## src/rtl/divider_pkg.sv

```systemverilog
// ---------------------------------------------------------------------------
// divider_pkg : shared types, defaults and special-case helper for divider_rv
// Revision    : 1.0
// ---------------------------------------------------------------------------
`default_nettype none

package divider_pkg;

  typedef enum logic [1:0] {
    IDLE = 2'd0,
    CALC = 2'd1,
    FIX  = 2'd2
  } div_state_e;

  localparam int DIV_WIDTH_DEFAULT = 32;

  // Operands arrive zero-extended to 64 bits; width selects the live slice.
  function automatic logic is_div_ovf(input logic [63:0] x,
                                      input logic [63:0] y,
                                      input logic        op_signed,
                                      input int          width);
    logic [63:0] mask;
    logic [63:0] msb;
    mask = {64{1'b1}} >> (64 - width);
    msb  = 64'd1 << (width - 1);
    return op_signed && (x == msb) && (y == mask);
  endfunction

endpackage

`default_nettype wire

```

## src/rtl/divider_step.sv

```systemverilog
// ---------------------------------------------------------------------------
// divider_step : one combinational restoring radix-2 division step
// Revision     : 1.0
// ---------------------------------------------------------------------------
`default_nettype none

module divider_step #(
  parameter int WIDTH = 32
) (
  input  logic [WIDTH-1:0] rem_in,
  input  logic [WIDTH-1:0] divisor,
  input  logic             bit_in,
  output logic [WIDTH-1:0] rem_out,
  output logic             q_bit
);

  logic [WIDTH:0] shifted;
  logic [WIDTH:0] divisor_ext;

  assign shifted     = {rem_in, bit_in};
  assign divisor_ext = {1'b0, divisor};
  assign q_bit       = (shifted >= divisor_ext);
  // rem_in < divisor, so a successful trial difference always fits WIDTH bits
  assign rem_out     = q_bit ? WIDTH'(shifted - divisor_ext) : shifted[WIDTH-1:0];

endmodule

`default_nettype wire

```

## src/rtl/divider_rv.sv

```systemverilog
// ---------------------------------------------------------------------------
// divider_rv : multi-cycle signed/unsigned integer divider with RISC-V results
// Revision   : 1.0
// ---------------------------------------------------------------------------
`default_nettype none

module divider_rv
  import divider_pkg::*;
#(
  parameter int WIDTH = DIV_WIDTH_DEFAULT
) (
  input  logic             clk,
  input  logic             rst_n,
  input  logic             start,
  input  logic             op_signed,
  input  logic [WIDTH-1:0] x,
  input  logic [WIDTH-1:0] y,
  output logic             busy,
  output logic             valid,
  output logic             dbz,
  output logic             ovf,
  output logic [WIDTH-1:0] q,
  output logic [WIDTH-1:0] r
);

  localparam int CNT_W = $clog2(WIDTH + 1);

  div_state_e       state;
  div_state_e       state_next;
  logic [CNT_W-1:0] count;
  logic [WIDTH-1:0] dvd;
  logic [WIDTH-1:0] dsr;
  logic [WIDTH-1:0] rem;
  logic [WIDTH-1:0] x_raw;
  logic             sign_q;
  logic             sign_r;
  logic             sp_dbz;
  logic             sp_ovf;

  logic             x_neg;
  logic             y_neg;
  logic [WIDTH-1:0] x_mag;
  logic [WIDTH-1:0] y_mag;
  logic             dbz_case;
  logic             ovf_case;
  logic [WIDTH-1:0] step_rem;
  logic             step_q;

  assign x_neg    = op_signed & x[WIDTH-1];
  assign y_neg    = op_signed & y[WIDTH-1];
  assign x_mag    = x_neg ? -x : x;
  assign y_mag    = y_neg ? -y : y;
  assign dbz_case = (y == '0);
  assign ovf_case = is_div_ovf(64'(x), 64'(y), op_signed, WIDTH);
  assign busy     = (state != IDLE);

  // dvd shifts the dividend out of its top and collects quotient bits at the bottom
  divider_step #(.WIDTH(WIDTH)) u_step (
    .rem_in  (rem),
    .divisor (dsr),
    .bit_in  (dvd[WIDTH-1]),
    .rem_out (step_rem),
    .q_bit   (step_q)
  );

  always_ff @(posedge clk or negedge rst_n) begin
    if (!rst_n) state <= IDLE;
    else        state <= state_next;
  end

  always_comb begin
    state_next = state;
    case (state)
      IDLE:    if (start) state_next = (dbz_case | ovf_case) ? FIX : CALC;
      CALC:    if (count == CNT_W'(1)) state_next = FIX;
      FIX:     state_next = IDLE;
      default: state_next = IDLE;
    endcase
  end

  always_ff @(posedge clk or negedge rst_n) begin
    if (!rst_n) begin
      count  <= '0;
      dvd    <= '0;
      dsr    <= '0;
      rem    <= '0;
      x_raw  <= '0;
      sign_q <= 1'b0;
      sign_r <= 1'b0;
      sp_dbz <= 1'b0;
      sp_ovf <= 1'b0;
      valid  <= 1'b0;
      dbz    <= 1'b0;
      ovf    <= 1'b0;
      q      <= '0;
      r      <= '0;
    end else begin
      valid <= 1'b0;
      case (state)
        IDLE: begin
          if (start) begin
            count  <= CNT_W'(WIDTH);
            dvd    <= x_mag;
            dsr    <= y_mag;
            rem    <= '0;
            x_raw  <= x;
            sign_q <= x_neg ^ y_neg;
            sign_r <= x_neg;
            sp_dbz <= dbz_case;
            sp_ovf <= ovf_case;
          end
        end
        CALC: begin
          dvd   <= {dvd[WIDTH-2:0], step_q};
          rem   <= step_rem;
          count <= count - CNT_W'(1);
        end
        FIX: begin
          valid <= 1'b1;
          dbz   <= sp_dbz;
          ovf   <= sp_ovf;
          if (sp_dbz) begin
            q <= '1;
            r <= x_raw;
          end else if (sp_ovf) begin
            q <= x_raw;
            r <= '0;
          end else begin
            q <= sign_q ? -dvd : dvd;
            r <= sign_r ? -rem : rem;
          end
        end
        default: ;
      endcase
    end
  end

endmodule

`default_nettype wire

```

## config.mk

```make
export PLATFORM = sky130hd
export DESIGN_NAME = divider_rv
export DESIGN_NICKNAME = d
export VERILOG_FILES = /design/src/rtl/divider_pkg.sv /design/src/rtl/divider_step.sv /design/src/rtl/divider_rv.sv
export SDC_FILE = /design/constraint.sdc
export NUM_CORES = 1
export LEC_CHECK = 0
export CORE_ASPECT_RATIO = 1.2
export CORE_MARGIN = 8
export CORE_UTILIZATION = 38
export DETAILED_ROUTE_END_ITERATION = 6
export HOLD_SLACK_MARGIN = 0.03
export PLACE_DENSITY = 0.7
export SETUP_SLACK_MARGIN = 0.3
export SLEW_MARGIN = 30
export SYNTH_ARGS = -nofsm -noshare
export SYNTH_HDL_FRONTEND = slang
export SYNTH_HIERARCHICAL = 1
export SYNTH_SLANG_ARGS = --single-unit
```

## constraint.sdc

```tcl
create_clock -name clk -period 3 [get_ports clk]
set_input_delay 0.3 -clock clk [delete_from_list [all_inputs] [get_ports clk]]
set_output_delay 0.3 -clock clk [all_outputs]
set_load 0.01 [all_outputs]
```

Word level (Yosys, flattened, before mapping)
Cells that the tools add are included.
- bits in registers: 207
- input bits: 68
- output and inout port bits: 68
- logic and storage cells: 62
- $add $sub $neg: 6
- order comparisons: 1
- equality and inequality tests: 7
- multiplexer cells: 20
- bitwise operators: 4
- reduce and logical (&&, ||, !) cells: 9
- operators by type and width (cell ; number):
    $mux W32 ; 11
    $neg A32 Y32 ; 4
    $pmux W32 S2 ; 2
    $eq A32 B32 Y1 const B ; 2
    $ge A33 B32 Y1 ; 1
    $logic_not A32 Y1 ; 1
    $sub A32 B32 Y32 ; 1
    $pmux W6 S2 ; 1
    $eq A6 B1 Y1 const B ; 1
    $mux W2 ; 3
    $mux W6 ; 1
    $reduce_and A2 Y1 ; 3
    $sub A6 B1 Y6 const B ; 1
    $ne A2 B2 Y1 const B ; 2
    $pmux W2 S2 ; 1
    $reduce_bool A2 Y1 ; 2
    $and A1 B1 Y1 ; 2
    $eq A2 B1 Y1 const B ; 1
    $eq A2 B2 Y1 const B ; 1
    $logic_and A1 B1 Y1 ; 2
    $logic_not A2 Y1 ; 1
    $mux W1 ; 1
    $or A1 B1 Y1 ; 1
    $xor A1 B1 Y1 ; 1

Logic depth before layout (Yosys ltp)
- depth after elaboration: 7
- depth in mapped cells: 15
- mapped depth without buffers: 12

Hierarchy
Netlist, hierarchy kept.
- by module, submodules not included (module ; instances ; cells each ; area an instance (µm²) ; seq. area each (µm²)):
    divider_rv ; 1 ; 1205 ; 10944.2 ; 5180.0
    divider_step ; 1 ; 323 ; 2331.0 ; 0.0

Least setup slack after synthesis
OpenSTA, ideal clock, no wires.
- kind: reg-to-reg
- start point: register rem[6]
- end point: register rem[23]
- library setup time: 0.121 ns
- arrival: 3.007 ns
- required time: 2.879 ns
- path slack: -0.128 ns
- cell stages (with the launch flop): 14
- path buffers: 2
- cells stage by stage: dfrtp_1 -> ha_1 -> a21oi_2 -> a211oi_1 -> or3_4 -> nor4b_4 -> o21ai_2 -> a31oi_4 -> o21a_4 -> inv_2 -> buf_6 -> buf_12 -> mux2_4 -> a22o_1
- longest elaborated chain between the ends: 3
- elaborated cells on any way between the ends: 4
- those cells by class: add/sub (1); order compare (1); mux (2)
- ends and longest elaborated chain (what ; line ; source):
    start, declared ; divider_rv.sv:33 ; logic [WIDTH-1:0] rem;
    start signal, assigned ; divider_rv.sv:115 ; rem <= step_rem;
    $ge A33 B32 Y1 ; divider_step.sv:22 ; assign q_bit = (shifted >= divisor_ext);
    net step_q ; divider_rv.sv:47 ; logic step_q;
    $mux W32 ; divider_step.sv:24 ; assign rem_out = q_bit ? WIDTH'(shifted - divisor_ext) : shifted[WIDTH-1:0];
    net step_rem[23] ; divider_rv.sv:46 ; logic [WIDTH-1:0] step_rem;
    $pmux W32 S2 ; divider_rv.sv:99 ; case (state)
The timed path passes the listed nets, and every way through them passes these cells.
A chain may end at the register's enable or synchronous reset.

Worst setup path in the final report
- start point: register dsr[11]
- end point: register rem[30]
- longest elaborated chain between the ends: 3
- elaborated cells on any way between the ends: 4
- those cells by class: add/sub (1); order compare (1); mux (2)
- ends and longest elaborated chain (what ; line ; source):
    start, declared ; divider_rv.sv:32 ; logic [WIDTH-1:0] dsr;
    start signal, assigned ; divider_rv.sv:104 ; dsr <= y_mag;
    $ge A33 B32 Y1 ; divider_step.sv:22 ;
    net step_q ; divider_rv.sv:47 ;
    $mux W32 ; divider_step.sv:24 ;
    net step_rem[30] ; divider_rv.sv:46 ;
    $pmux W32 S2 ; divider_rv.sv:99 ;
The timed path passes the listed nets, and every way through them passes these cells.

==> impl_metrics.py <==
metrics = {
    "clocking": {
        "cts_made_buffers": 25,
        "clk_pin_slew_ns": 0.06,
        "clkLatencyLatePin_ns": 0.53,
        "cts_buffer_depth": 3,
        "h-tree-depth": 1,
        "cts_sinks": 207,
        "root_buffer": "clkbuf_16",
        "cts_tree": "built",
    },
    "grt": {
        "antenna_found_initial": 2,
        "grt_use_total_pct": 21.1,
        "grt_pass1_vias": 12569,
        "grt_start_max_net_pins": 71,
        "grt_pass1_wl_um": 70300,
        "gr-total-overflow": 0,
    },
    "sta": {
        "setup_viol": 0,
        "drv_slew": 0,
        "setup_ws_ns": 0.0612,
        "max_clock_freq_ghz": 0.340,
        "fin_crit_sh_pct": 98.0,
        "worst_slew_pin_slew_ns": 0.996,
        "relSlewSlack_pct": 33.6,
        "tns_ns": 0,
        "fin_worst_skew_ns": 0.0198,
        "post-route-min-period_ns": 2.94,
        "rsz0062_at_grt": "yes",
        "hold_violations": 0,
    },
    "logic_synthesis": {
        "ys_top_cells_by_count": "dfrtp_1 (207), nand2_1 (203), a21oi_1 (127)",
        "synth_fp_nets": 1636,
        "avgSynthCellArea_um2": 8.69,
        "ys_top_cells_by_area": "dfrtp_1 (39%), nand2_1 (5.7%), a21oi_1 (4.8%)",
        "yosysTopAreaCell": "dfrtp_1",
        "synth_area_um2": 13300,
        "synth_cell_types": 82,
        "syn_inst": 1528,
        "synth_edf_count": 0,
        "synth-seq-cells": 207,
        "yosys_warnings": 6,
        "synthArstFlopShare_pct": 100,
        "ys.flop_type": "dfrtp_1",
        "synth_most_common_cell": "dfrtp_1",
        "yosysSeqAreaShare_pct": 39.0,
        "synth_top_area_share_pct": 39.0,
    },
    "drt": {
        "routedWlPerCell_um": 20.4,
        "ant_nets": 0,
        "dr.pass1.iters": 6,
        "wl_um": 45100,
        "routed_via_density": 5.79,
        "vias": 12775,
        "drc": 0,
        "drt_iter0_markers": 1069,
    },
    "status": {
        "status": "complete, no violations",
    },
    "layout": {
        "syn2layout_area_growth_pct": 28.2,
        "drive_above_1_share_pct": 14.8,
        "fillers": 3263,
        "post-route-util_pct": 49.0,
        "nets": 1832,
        "stdcell_area_um2": 17000,
    },
    "min_path": {
        "hp-class": "in2async",
    },
    "worst_setup_path": {
        "critPathArrivalTime_ns": 3.35,
        "cp-start-kind": "flop",
        "crit_required_ns": 3.41,
        "endpoint_kind": "flop",
        "path_class": "reg2reg",
        "path_max_fanout": 8,
    },
    "run": {
        "drv_cap": 0,
    },
    "placement": {
        "placed_cell_area_um2": 15800,
        "gp_congestion": 0.931,
        "place_hpwl_um": 33600,
        "dpl_worst_slack_ns": 0.0101,
        "port_buffers": 135,
    },
    "floorplan": {
        "die_h_um": 221,
        "dieArea_um2": 41200,
        "die_w_um": 187,
        "core_area_um2": 34700,
        "initial_core_util_pct": 38.2,
        "num_rows": 75,
        "pin_count": 136,
    },
    "pwr": {
        "power_mw": 22.1,
        "peakVddDrop_mv": 0.536,
        "power_density_nw_per_um2": 1300,
        "p_leak_nw": 7.16,
    },
}
per-stage QoR:
step | instances | hold WS (ns)
2_1_floorplan | 1528 | 0.00441
3_3_place_gp | 2145 | 0.294
3_5_place_dp | 2146 | 0.291
4_1_cts | 2194 | 0.308
5_1_grt | 2205 | 0.331
6_report | 2205 | 0.288
state kept, by name (all words and copies together), names as in the netlist:
signal	count
count	6
dbz	1
dsr	32
dvd	32
ovf	1
q	32
r	32
rem	32
sign_q	1
sign_r	1
sp_dbz	1
sp_ovf	1
state	2
valid	1
x_raw	32
power breakdown:
| group | internal [mW] | leakage, nW | switching, mW |
|---|---|---|---|
| clock | 2.09 | 0.443 | 1.25 |
| sequential | 4.12 | 2.47 | 1.38 |
| combinational | 6.35 | 4.25 | 6.86 |
cell families after synthesis:
family,count (synthesis),share of synthesized area (%)
and+or+nand+nor,487,17.8
AOI/OAI and AO/OA,465,22.0
DFF,207,39.0
buffers and inverters,150,4.63
xor gates and xnor gates,139,9.17
muxes,40,3.54
adders and majority gates,40,3.83
final cells by class:
class | count | area, µm² | area share, %
inverters | 62 | 238 | 1.40
clock inverters | 15 | 235 | 1.38
multi-input cells | 1171 | 7710 | 45.3
well taps | 462 | 578 | 3.40
repair buffers | 257 | 2400 | 14.1
flip-flops and latches | 207 | 5180 | 30.4
clock buffers | 30 | 664 | 3.90
diodes | 1 | 2.50 | 0.0147
worst max-delay path: stages, from the launching register on:
cell and delay, ns:
dfrtp_1 0.39, inv_2 0.07, ha_4 0.22, nand4_1 0.12, nor2_1 0.06, or3_4 0.41, nor4b_4 0.41, o21ai_2 0.11
a31oi_4 0.16, o21a_4 0.17, inv_6 0.06, clkbuf_16 0.16, mux2_4 0.30, a22o_1 0.18
timing repair:
action | CTS | global route
pin swaps | 13 | 9
gates cloned | 0 | 2
setup endpoints to repair | 35 | 42
hold buffers | 1 | 0
resized for setup | 16 | 22
endpoints found under the hold margin | 46 | 0
buffers inserted | 2 | 8
final timing paths:
check / slack, ns / to / cells past startpoint / start
setup / recovery: 0.06 / rem[30] / 13 / dsr[11]
hold / removal: 0.29 / x_raw[23] / 2 / rst_n
setup reg to reg: 0.06 / rem[30] / 13 / dsr[11]
hold reg to reg: 0.48 / dsr[20] / 2 / dsr[20]
max in group asynchronous: 1.83 / rem[9] / 3 / rst_n
min in group clk: 0.40 / x_raw[7] / 3 / x[7]
layout by cell type, fill, tap and decap left out, types with 7 or more instances in the layout:
cell,Yosys,routed
ha_1,39,31
nor2_1,102,100
o22ai_1,55,55
a221oi_1,10,10
o21ai_0,116,116
mux2_4,9,9
o41ai_1,27,24
nand3_1,16,15
inv_1,60,55
nand2_1,203,200
clkdlybuf4s50_1,0,134
a21o_1,9,9
clkbuf_16,0,27
xnor2_1,68,68
or3_1,27,27
dfrtp_1,207,206
a211oi_1,9,8
nor4_1,14,14
nand4_1,19,19
mux2i_1,11,11
or4_1,11,9
o31ai_1,20,20
a21oi_1,127,125
a22o_1,31,31
ha_4,0,7
and3_1,13,12
xor2_1,71,71
buf_4,1,112
mux2_2,20,20
a31oi_1,15,15
nor3_1,33,31
per-layer routing:
layer | track usage, % | wire, µm | vias to the layer above
li1 | - | - | 5926
met4 | 10.5 | 2410 | 2
met3 | 2.84 | 2680 | 116
met2 | 35.5 | 21200 | 499
met5 | 0 | 13 | -
met1 | 26.4 | 18700 | 6232
Power figures use the tool's default switching activity.
